`src/rtl/spi_flash_pkg.sv`:
```
// Shared types and constants for the SPI NOR flash reader.
package spi_flash_pkg;

  typedef enum logic [3:0] {
    StIdle,
    StCsSetup,
    StCmd,
    StAddr,
    StDummy,
    StData,
    StStall,
    StCsHold,
    StDone
  } state_e;

  localparam logic [7:0]  CMD_READ      = 8'h03;
  localparam logic [7:0]  CMD_FAST_READ = 8'h0B;
  localparam int unsigned DUMMY_CYCLES  = 8;
  localparam int unsigned ADDR_BITS     = 24;

endpackage

```
`src/rtl/spi_sck_gen.sv`:
```
// SPI clock generator: divides CLK by 2*CLK_DIV while enabled. pause_i suppresses
// rising edges only, so a high SCK always completes its half-period and parks low.
module spi_sck_gen #(
  parameter int unsigned CLK_DIV = 2
) (
  input  logic clk_i,
  input  logic rst_ni,
  input  logic en_i,
  input  logic pause_i,
  output logic sck_o,
  output logic rise_o,
  output logic fall_o,
  output logic tick_o
);

  localparam int unsigned CntW = (CLK_DIV > 1) ? $clog2(CLK_DIV) : 1;
  localparam logic [CntW-1:0] CntMax = CntW'(CLK_DIV - 1);

  logic [CntW-1:0] cnt_q, cnt_d;
  logic            sck_q, sck_d;

  assign tick_o = en_i && (cnt_q == CntMax);
  assign rise_o = tick_o && !sck_q && !pause_i;
  assign fall_o = tick_o && sck_q;
  assign sck_o  = sck_q;

  // Half-period counter and SCK level; disabled means counter cleared and SCK low.
  always_comb begin
    cnt_d = cnt_q;
    sck_d = sck_q;
    if (!en_i) begin
      cnt_d = '0;
      sck_d = 1'b0;
    end else begin
      cnt_d = tick_o ? '0 : cnt_q + 1'b1;
      if (rise_o || fall_o) sck_d = !sck_q;
    end
  end

  // Counter and SCK registers.
  always_ff @(posedge clk_i or negedge rst_ni) begin
    if (!rst_ni) begin
      cnt_q <= '0;
      sck_q <= 1'b0;
    end else begin
      cnt_q <= cnt_d;
      sck_q <= sck_d;
    end
  end

endmodule

```
`src/rtl/spi_flash_reader.sv`:
```
// Single-bit SPI NOR READ streamer: address + length in, bytes out on valid/ready.
// Build option SPI_FAST_READ_EN selects FAST_READ (0x0B) with 8 dummy clocks.
module spi_flash_reader
  import spi_flash_pkg::*;
#(
  parameter int unsigned CLK_DIV = 2,
  parameter int unsigned LEN_W   = 16
) (
  input  logic                 CLK,
  input  logic                 RESETN,
  input  logic                 start_i,
  input  logic [ADDR_BITS-1:0] addr_i,
  input  logic [LEN_W-1:0]     len_i,
  output logic                 busy_o,
  output logic                 done_o,
  output logic [7:0]           data_o,
  output logic                 valid_o,
  input  logic                 ready_i,
  output logic                 sck_o,
  output logic                 cs_n_o,
  output logic                 mosi_o,
  input  logic                 miso_i,
  output logic                 wp_n_o,
  output logic                 hold_n_o
);

`ifdef SPI_FAST_READ_EN
  localparam logic [7:0] ReadCmd  = CMD_FAST_READ;
  localparam bit         HasDummy = 1'b1;
`else
  localparam logic [7:0] ReadCmd  = CMD_READ;
  localparam bit         HasDummy = 1'b0;
`endif

  localparam logic [4:0] ByteLast  = 5'd7;
  localparam logic [4:0] AddrLast  = 5'(ADDR_BITS - 1);
  localparam logic [4:0] DummyLast = 5'(DUMMY_CYCLES - 1);

  state_e                     state_q, state_d;
  logic [ADDR_BITS+7:0]       sh_q, sh_d;
  logic [7:0]                 rx_q, rx_d;
  logic [4:0]                 bit_q, bit_d;
  logic [LEN_W-1:0]           byte_q, byte_d;
  logic [7:0]                 data_q, data_d;
  logic                       valid_q, valid_d;

  logic sck_en, sck_pause, sck, sck_rise, sck_fall, sck_tick;
  logic [4:0] seg_last;
  logic seg_end, blocked;

  spi_sck_gen #(
    .CLK_DIV(CLK_DIV)
  ) u_sck_gen (
    .clk_i  (CLK),
    .rst_ni (RESETN),
    .en_i   (sck_en),
    .pause_i(sck_pause),
    .sck_o  (sck),
    .rise_o (sck_rise),
    .fall_o (sck_fall),
    .tick_o (sck_tick)
  );

  // A completed byte cannot land while the output register is still held.
  assign blocked = valid_q && !ready_i;

  // Last bit index of the current serial segment.
  always_comb begin
    case (state_q)
      StAddr:  seg_last = AddrLast;
      StDummy: seg_last = DummyLast;
      default: seg_last = ByteLast;
    endcase
  end
  assign seg_end = (bit_q == seg_last);

  // State register.
  always_ff @(posedge CLK or negedge RESETN) begin
    if (!RESETN) state_q <= StIdle;
    else         state_q <= state_d;
  end

  // Next-state logic.
  always_comb begin
    state_d = state_q;
    case (state_q)
      StIdle:    if (start_i) state_d = (len_i != '0) ? StCsSetup : StDone;
      StCsSetup: if (sck_tick) state_d = StCmd;
      StCmd:     if (sck_rise && seg_end) state_d = StAddr;
      StAddr:    if (sck_rise && seg_end) state_d = HasDummy ? StDummy : StData;
      StDummy:   if (sck_rise && seg_end) state_d = StData;
      StData: begin
        // Zero bytes left: wait for SCK to return low, then hold CS.
        if (byte_q == '0) begin
          if (sck_fall) state_d = StCsHold;
        end else if (bit_q == ByteLast && blocked) begin
          state_d = StStall;
        end
      end
      StStall:   if (!blocked) state_d = StData;
      StCsHold:  if (sck_tick && bit_q == 5'd1) state_d = StDone;
      StDone:    state_d = StIdle;
      default:   state_d = StIdle;
    endcase
  end

  // Moore outputs and SCK generator control.
  always_comb begin
    cs_n_o    = 1'b1;
    sck_en    = 1'b0;
    sck_pause = 1'b0;
    mosi_o    = 1'b0;
    busy_o    = (state_q != StIdle);
    done_o    = (state_q == StDone);
    case (state_q)
      StCsSetup: begin
        cs_n_o    = 1'b0;
        sck_en    = 1'b1;
        sck_pause = 1'b1;
        mosi_o    = sh_q[ADDR_BITS+7];
      end
      StCmd, StAddr: begin
        cs_n_o = 1'b0;
        sck_en = 1'b1;
        mosi_o = sh_q[ADDR_BITS+7];
      end
      StDummy: begin
        cs_n_o = 1'b0;
        sck_en = 1'b1;
      end
      StData: begin
        cs_n_o    = 1'b0;
        sck_en    = 1'b1;
        sck_pause = (byte_q == '0) || (bit_q == ByteLast && blocked);
      end
      StStall, StCsHold: begin
        cs_n_o    = 1'b0;
        sck_en    = 1'b1;
        sck_pause = 1'b1;
      end
      default: ;
    endcase
  end

  // Datapath next state: shift registers, counters and the output register.
  always_comb begin
    sh_d    = sh_q;
    rx_d    = rx_q;
    bit_d   = bit_q;
    byte_d  = byte_q;
    data_d  = data_q;
    valid_d = valid_q;
    if (valid_q && ready_i) valid_d = 1'b0;
    if (state_q == StIdle && start_i && len_i != '0) begin
      sh_d   = {ReadCmd, addr_i};
      byte_d = len_i;
      bit_d  = '0;
    end
    // MOSI advances on falling SCK.
    if ((state_q == StCmd || state_q == StAddr) && sck_fall) begin
      sh_d = {sh_q[ADDR_BITS+6:0], 1'b0};
    end
    if (sck_rise) bit_d = seg_end ? '0 : bit_q + 1'b1;
    if (state_q == StData && sck_rise) begin
      rx_d = {rx_q[6:0], miso_i};
      if (seg_end) begin
        data_d  = {rx_q[6:0], miso_i};
        valid_d = 1'b1;
        byte_d  = byte_q - 1'b1;
      end
    end
    // CS hold time counted in SCK half-periods.
    if (state_q == StCsHold && sck_tick) bit_d = bit_q + 1'b1;
  end

  // Datapath registers.
  always_ff @(posedge CLK or negedge RESETN) begin
    if (!RESETN) begin
      sh_q    <= '0;
      rx_q    <= '0;
      bit_q   <= '0;
      byte_q  <= '0;
      data_q  <= '0;
      valid_q <= 1'b0;
    end else begin
      sh_q    <= sh_d;
      rx_q    <= rx_d;
      bit_q   <= bit_d;
      byte_q  <= byte_d;
      data_q  <= data_d;
      valid_q <= valid_d;
    end
  end

  assign sck_o    = sck;
  assign data_o   = data_q;
  assign valid_o  = valid_q;
  assign wp_n_o   = 1'b1;
  assign hold_n_o = 1'b1;

endmodule

```
`config.mk`:
```
export PLATFORM = sky130hd
export DESIGN_NAME = spi_flash_reader
export DESIGN_NICKNAME = d
export VERILOG_FILES = /design/src/rtl/spi_flash_pkg.sv /design/src/rtl/spi_sck_gen.sv /design/src/rtl/spi_flash_reader.sv
export SDC_FILE = /design/constraint.sdc
export NUM_CORES = 1
export LEC_CHECK = 0
export ABC_AREA = 1
export BUFFER_PORTS_ARGS = -buffer_cell sky130_fd_sc_hd__clkbuf_2
export CAP_MARGIN = 20
export CORE_AREA = 2 2 94 96
export CTS_BUF_LIST = sky130_fd_sc_hd__clkbuf_8
export DETAILED_ROUTE_END_ITERATION = 16
export DIE_AREA = 0 0 96 98
export PLACE_DENSITY = 0.77
export SETUP_SLACK_MARGIN = 0.4
export SLEW_MARGIN = 20
export SYNTH_ARGS = -nofsm -noshare
export SYNTH_HDL_FRONTEND = slang
export SYNTH_SLANG_ARGS = --single-unit
```
`constraint.sdc`:
```
create_clock -name CLK -period 2.43 [get_ports CLK]
set_input_delay 0.1215 -clock CLK [delete_from_list [all_inputs] [get_ports CLK]]
set_output_delay 0.1215 -clock CLK [all_outputs]
set_load 0.01 [all_outputs]
```
==> results of run 1 <==
-- Yosys cell counts (3+ instances only) --
master	instances	area share [%]
o22ai_1	7	1.1
ha_1	4	1.2
nand2_2	4	0.61
nor2_4	3	0.82
inv_2	8	0.73
buf_4	5	0.91
clkbuf_1	3	0.27
nand4_1	3	0.46
xor2_1	12	2.6
nand3_1	34	4.1
o21ai_0	29	3.5
o21ai_1	11	1.3
buf_6	3	0.82
nand2_1	145	13
o21ai_2	5	1.1
buf_2	8	0.97
o221ai_1	21	4.5
dfrtp_1	75	46
nor2_1	43	3.9
inv_1	88	8.0
-- registers in the layout, summed over array words and instances (netlist names) --
register         count
byte_q              16
u_sck_gen.sck_o      1
sh_q                32
u_sck_gen.cnt_q      1
valid_o              1
bit_q                5
rx_q                 7
data_o               8
state_q              4
-- area by class of cell --
cell class,count,area share [%]
Inverter,96,7.22
Clock buffer,9,2.43
Tap cell,108,2.65
Clock inverter,7,1.96
Sequential cell,75,36.8
Multi-Input combinational cell,340,34.9
Timing Repair Buffer,99,14.0
-- path summary, 6_finish.rpt --
path | end | from | depth (start not counted) | slack, ps
max | byte_q[14] | state_q[3] | 12 | 530
max reg2reg | byte_q[14] | state_q[3] | 12 | 530
min | sh_q[23] | addr_i[23] | 3 | 10
min reg2reg | rx_q[4] | rx_q[3] | 2 | 490
min in group asynchronous | sh_q[6] | RESETN | 2 | 460
max in group asynchronous | sh_q[29] | RESETN | 2 | 1380
-- cell usage in the layout (no fill, tap or decap), types with 5 or more instances in the layout --
cell and count:
buf_4 12, clkbuf_2 57, clkbuf_8 9, dfrtp_1 75
dlygate4sd3_1 25, inv_1 87, inv_2 8, nand2_1 145
nand3_1 34, nor2_1 41, o21ai_0 29, o21ai_1 11
o21ai_2 5, o221ai_1 21, o22ai_1 7, xor2_1 12
-- critical path: cells and delay by family (launching register included) --
| kind | cells | cell delay, ps |
|---|---|---|
| buf+inv | 3 | 400 |
| flops | 1 | 460 |
| simple gates | 9 | 930 |
-- routing by layer --
layer	GRT usage, %	part of all wire, %	vias up
li1	-	-	1853
met1	26.6	44	1748
met2	34.3	49	118
met3	3.94	5.2	21
met4	7.47	2.2	0
met5	0	0	-
-- logic make-up after synthesis --
| kind of cell | share of synthesized area (%) |
|---|---|
| DFF | 45.6 |
| other | 0.0912 |
| xor gates and xnor gates | 2.98 |
| and+or+nand+nor | 25.6 |
| adders and majority gates | 1.22 |
| buffers and inverters | 12.0 |
| AOI/OAI and AO/OA | 12.5 |
-- metrics by stage --
step / total power (W) / setup WS (ps) / area (um^2)
5_1_grt: 0.00584 / 401 / 5100
2_1_floorplan: 0.00364 / 706 / 4120
4_1_cts: 0.00524 / 388 / 4960
6_report: 0.00537 / 528 / 5100
3_5_place_dp: 0.00411 / 326 / 4480
3_3_place_gp: 0.00402 / 420 / 4480
-- what timing repair did --
item | in CTS | in global routing
buffers inserted | 0 | 9
hold buffers | 25 | 0
setup endpoints to repair | 3 | 64
pin swaps | 0 | 4
gates cloned | 0 | 1
gates resized for setup | 3 | 10
hold endpoints to repair | 99 | 0
-- where the power goes --
| part | leakage [nW] | internal (W) | switching, W | total [W] |
|---|---|---|---|---|
| combinational | 1.61 | 0.000892 | 0.00139 | 0.00229 |
| clock | 0.102 | 0.000583 | 0.000493 | 0.00108 |
| sequential | 0.936 | 0.00171 | 0.000299 | 0.00201 |
| total | 2.64 | 0.00318 | 0.00219 | 0.00537 |
==> impl_metrics.json, run 1 <==
{
  "drive_gt1_share_pct": 19.2,
  "path_class": "flip-flop to flip-flop",
  "wire_per_inst_um": 13.1,
  "cts_tree": "built",
  "grt_overflow": 0,
  "numCtsBuffers": 9,
  "finalSetupTns_ps": 0,
  "max_stage_delay_ps": 460,
  "numPortBuffers": 58,
  "die_area_mm2": 0.00941,
  "syn_avg_cell_area_um2": 7.74,
  "maxSlewHeadroom_pct": 37.8,
  "synth_ff_type": "dfrtp_1",
  "ys_seq_area_share_pct": 45.6,
  "cp-start-kind": "flip-flop",
  "syn2layout_area_growth_pct": 24.0,
  "multiInputGateArea_mm2": 0.00178,
  "hp-class": "primary input to flip-flop",
  "nFillCells": 736,
  "antenna_cells": 0,
  "path_clk_slew_ps": 90,
  "antenna_found_initial": 0,
  "seqCellArea_mm2": 0.00188,
  "grt_max_degree": 76,
  "cts_htree_levels": 3,
  "ant_nets": 0,
  "worstMarginPinSlew_ps": 933,
  "clockBufferDepth": 2,
  "min_period_over_period_pct": 78.3,
  "synth_seq_cells": 75,
  "slowest_stage": "dfrtp_1",
  "whs_ps": 9.53,
  "ir_drop_mv": 0.441,
  "postSynth.asyncResetShare_pct": 100,
  "path_cells": "nor2_4 > buf_4 > nand2_2 > nand2_4 > nand3b_4 > nor2_4 > nand2_4 > nor2_8 > buf_6 > nand3_1 > nand2_1 > inv_1",
  "via_per_inst": 5.10,
  "place.gp.congestion": 0.915,
  "grt_pass1_vias": 3460,
  "placedCellCount": 683,
  "nets": 670,
  "final_core_util_pct": 60.2,
  "maxCapViolCount": 0,
  "power_density_mw_per_mm2": 1050,
  "timing.critical_path.required_ps": 2690,
  "synth.cell_area_mm2": 0.00411,
  "finalSetupViolCount": 0,
  "cts_sinks": 75,
  "cts_root_buf": "clkbuf_8",
  "synth_cells": 531,
  "clock_latency_ps": 360,
  "status": "completed",
  "drt-pass1-iter-count": 4,
  "die_h_um": 98,
  "ys_types": 34,
  "grt_setup_unrepaired": "no",
  "max_freq_ghz": 0.526,
  "synth_edf_count": 0,
  "p_leak_nw": 2.64,
  "dp_hpwl_mm": 6.14,
  "drtIter0Drc": 181,
  "routed_wl_mm": 9.59,
  "hold_violations": 0,
  "min_period_ps": 1900,
  "slew_viol_final": 0,
  "cp.arrival_ps": 2160,
  "cp_max_fo": 24,
  "ys_warn_count": 0,
  "finClkSkew_ps": 10.1,
  "cp-end-kind": "flip-flop",
  "num_vias": 3740,
  "std_cell_rows": 34,
  "drc": 0,
  "num_io_pins": 61,
  "fin_cells": 734,
  "start_util_pct": 48.6,
  "grt_pass1_wl_mm": 15.3,
  "core_mm2": 0.00847,
  "grt_usage_pct": 20.6,
  "die_x_um": 96
}
Note: power is estimated with default switching activity, not from simulation.
==> run 2, diff against run 1 <==
Settings changed: PLACE_DENSITY 0.77 to 0.8.
Clock period 2.43 ns to 1.7 ns, I/O delays scaled along.
==> impl_metrics.json, run 2 (same netlist as run 1, synthesis figures left out) <==
{
  "status": "finished, violations left",
  "violations": "negative setup slack",
  "design_area_mm2": 0.00621,
  "p_total_w": 0.00943,
  "nets": 729,
  "top_register": "sh_q",
  "clockBufferDepth": 2,
  "hold_violations": 0,
  "r2r_start": "state_q[3]",
  "dp_hpwl_mm": 6.82,
  "drc": 0,
  "finClkSkew_ps": 5.06,
  "die_area_mm2": 0.00941,
  "min_period_ps": 1800,
  "path_class": "flip-flop to flip-flop",
  "numPortBuffers": 58,
  "drt-pass1-iter-count": 5,
  "worstRegToRegCells": 13,
  "place.gp.congestion": 0.893,
  "die_h_um": 98,
  "num_io_pins": 61,
  "via_per_inst": 5.30,
  "cp-end-kind": "flip-flop",
  "cts_htree_levels": 3,
  "routed_wl_mm": 12.9,
  "dpl-instance-area_mm2": 0.00481,
  "timing.critical_path.required_ps": 1960,
  "min_to": "byte_q[0]",
  "layout_common_cells": "nand2_1 (123), inv_1 (83), dfrtp_1 (73)",
  "hp-start": "len_i[0]",
  "cp-start-kind": "flip-flop",
  "cp_max_fo": 9,
  "antenna_cells": 0,
  "max_freq_ghz": 0.556,
  "start_util_pct": 48.6,
  "seqCellArea_mm2": 0.00188,
  "ir_drop_mv": 0.862,
  "num_vias": 4203,
  "core_mm2": 0.00847,
  "cp.arrival_ps": 2060,
  "drtIter0Drc": 220,
  "p_leak_nw": 3.07,
  "clock_latency_ps": 360,
  "grt_pass1_wl_mm": 18.1,
  "antenna_found_initial": 0,
  "nFillCells": 565,
  "cts_tree": "built",
  "grt_overflow": 0,
  "path_clk_slew_ps": 80,
  "r2r-end": "byte_q[14]",
  "finalWorstSetupSlack_ps": -98.9,
  "std_cell_rows": 34,
  "grt_max_degree": 44,
  "drive_gt1_share_pct": 38.0,
  "hp-class": "primary input to flip-flop",
  "numCtsBuffers": 9,
  "syn2layout_area_growth_pct": 50.9,
  "slew_viol_final": 0,
  "power_density_mw_per_mm2": 1520,
  "cts_sinks": 75,
  "grt_pass1_vias": 3989,
  "die_x_um": 96,
  "multiInputGateArea_mm2": 0.00222,
  "final_core_util_pct": 73.3,
  "holdPathStages": 5,
  "wire_per_inst_um": 16.2,
  "finalSetupViolCount": 55,
  "largest_reg_flops": 32,
  "grt_usage_pct": 24.8,
  "mostFrequentLayoutCell": "nand2_1",
  "reg2reg_slack_ps": -100,
  "grt_setup_unrepaired": "yes",
  "maxCapViolCount": 0,
  "cts_root_buf": "clkbuf_8",
  "ant_nets": 0,
  "min_period_over_period_pct": 106
}
run 2: changes by cell type in the layout (fill, tap and decap cells not counted), moves of 7 or more:
cell / change
buf_6: +10
o221ai_1: -20
o21ai_2: +8
buf_4: +34
o21ai_0: -10
o221ai_2: +17
nor2_2: +7
nand2_1: -22
nor2_1: -12
nand2_2: +15
run 2: repair_timing:
action                                  in CTS  in global routing
gates resized for setup                     44                 98
endpoints found under the setup margin      77                 78
cloned                                       5                  5
hold buffers                                27                  0
buffers inserted                            12                 12
pin swaps                                    3                 11
hold endpoints to repair                    59                  0
run 2: final cells by class:
cell class / count / area share [%]
Multi-Input combinational cell: 340 / 35.7
Sequential cell: 75 / 30.3
Timing Repair Buffer: 158 / 22.8
Inverter: 96 / 6.29
Tap cell: 108 / 2.18
Clock buffer: 9 / 2.00
Clock inverter: 7 / 0.746
run 2: metrics by stage:
stage	TNS [ps]	worst slack, ps	hold WS [ps]	instances
after floorplan	0	23.6	-211	532
final	-1710	-98.9	54.7	793
after CTS	0	4.06	46.6	776
after global placement	0	14.8	52.1	716
after global routing	-7090	-180	111	793
after detailed placement	-195	-38.8	62.0	716
run 2: worst max path at each step:
stage                     cells past startpoint         end       start  slack (ps)
final                                        13  byte_q[14]  state_q[3]        -100
after global routing                         13  byte_q[10]    bit_q[0]        -180
after CTS                                    11   byte_q[5]  state_q[2]           4
after detailed placement                     12  byte_q[14]  state_q[2]         -40
after global placement                       11   byte_q[0]  state_q[2]          10
after floorplan                              12  byte_q[11]  state_q[2]          20
run 2: where the power goes:
group | switching (W) | internal, W | leakage, nW | total, W
Sequential | 0.000375 | 0.00245 | 0.933 | 0.00282
Clock | 0.000703 | 0.000523 | 0.0864 | 0.00123
Combinational | 0.00294 | 0.00244 | 2.05 | 0.00538
run 2: worst max-delay path, stage by stage, from the launching register on:
cell and delay (ps):
dfrtp_2 460, nor2_4 180, inv_1 70, nor2_2 140
inv_2 90, nor2_4 110, nand2_4 90, inv_8 90
clkbuf_16 150, o21ai_0 100, inv_1 80, nand2_1 50
nand2_1 60, inv_1 40
run 2: layer usage:
layer	vias to the layer above	GRT usage, %	wire [um]
li1	1983	-	-
met1	2003	31.0	5000
met2	174	42.8	6800
met3	43	3.63	641
met4	0	9.45	436
met5	-	0	0
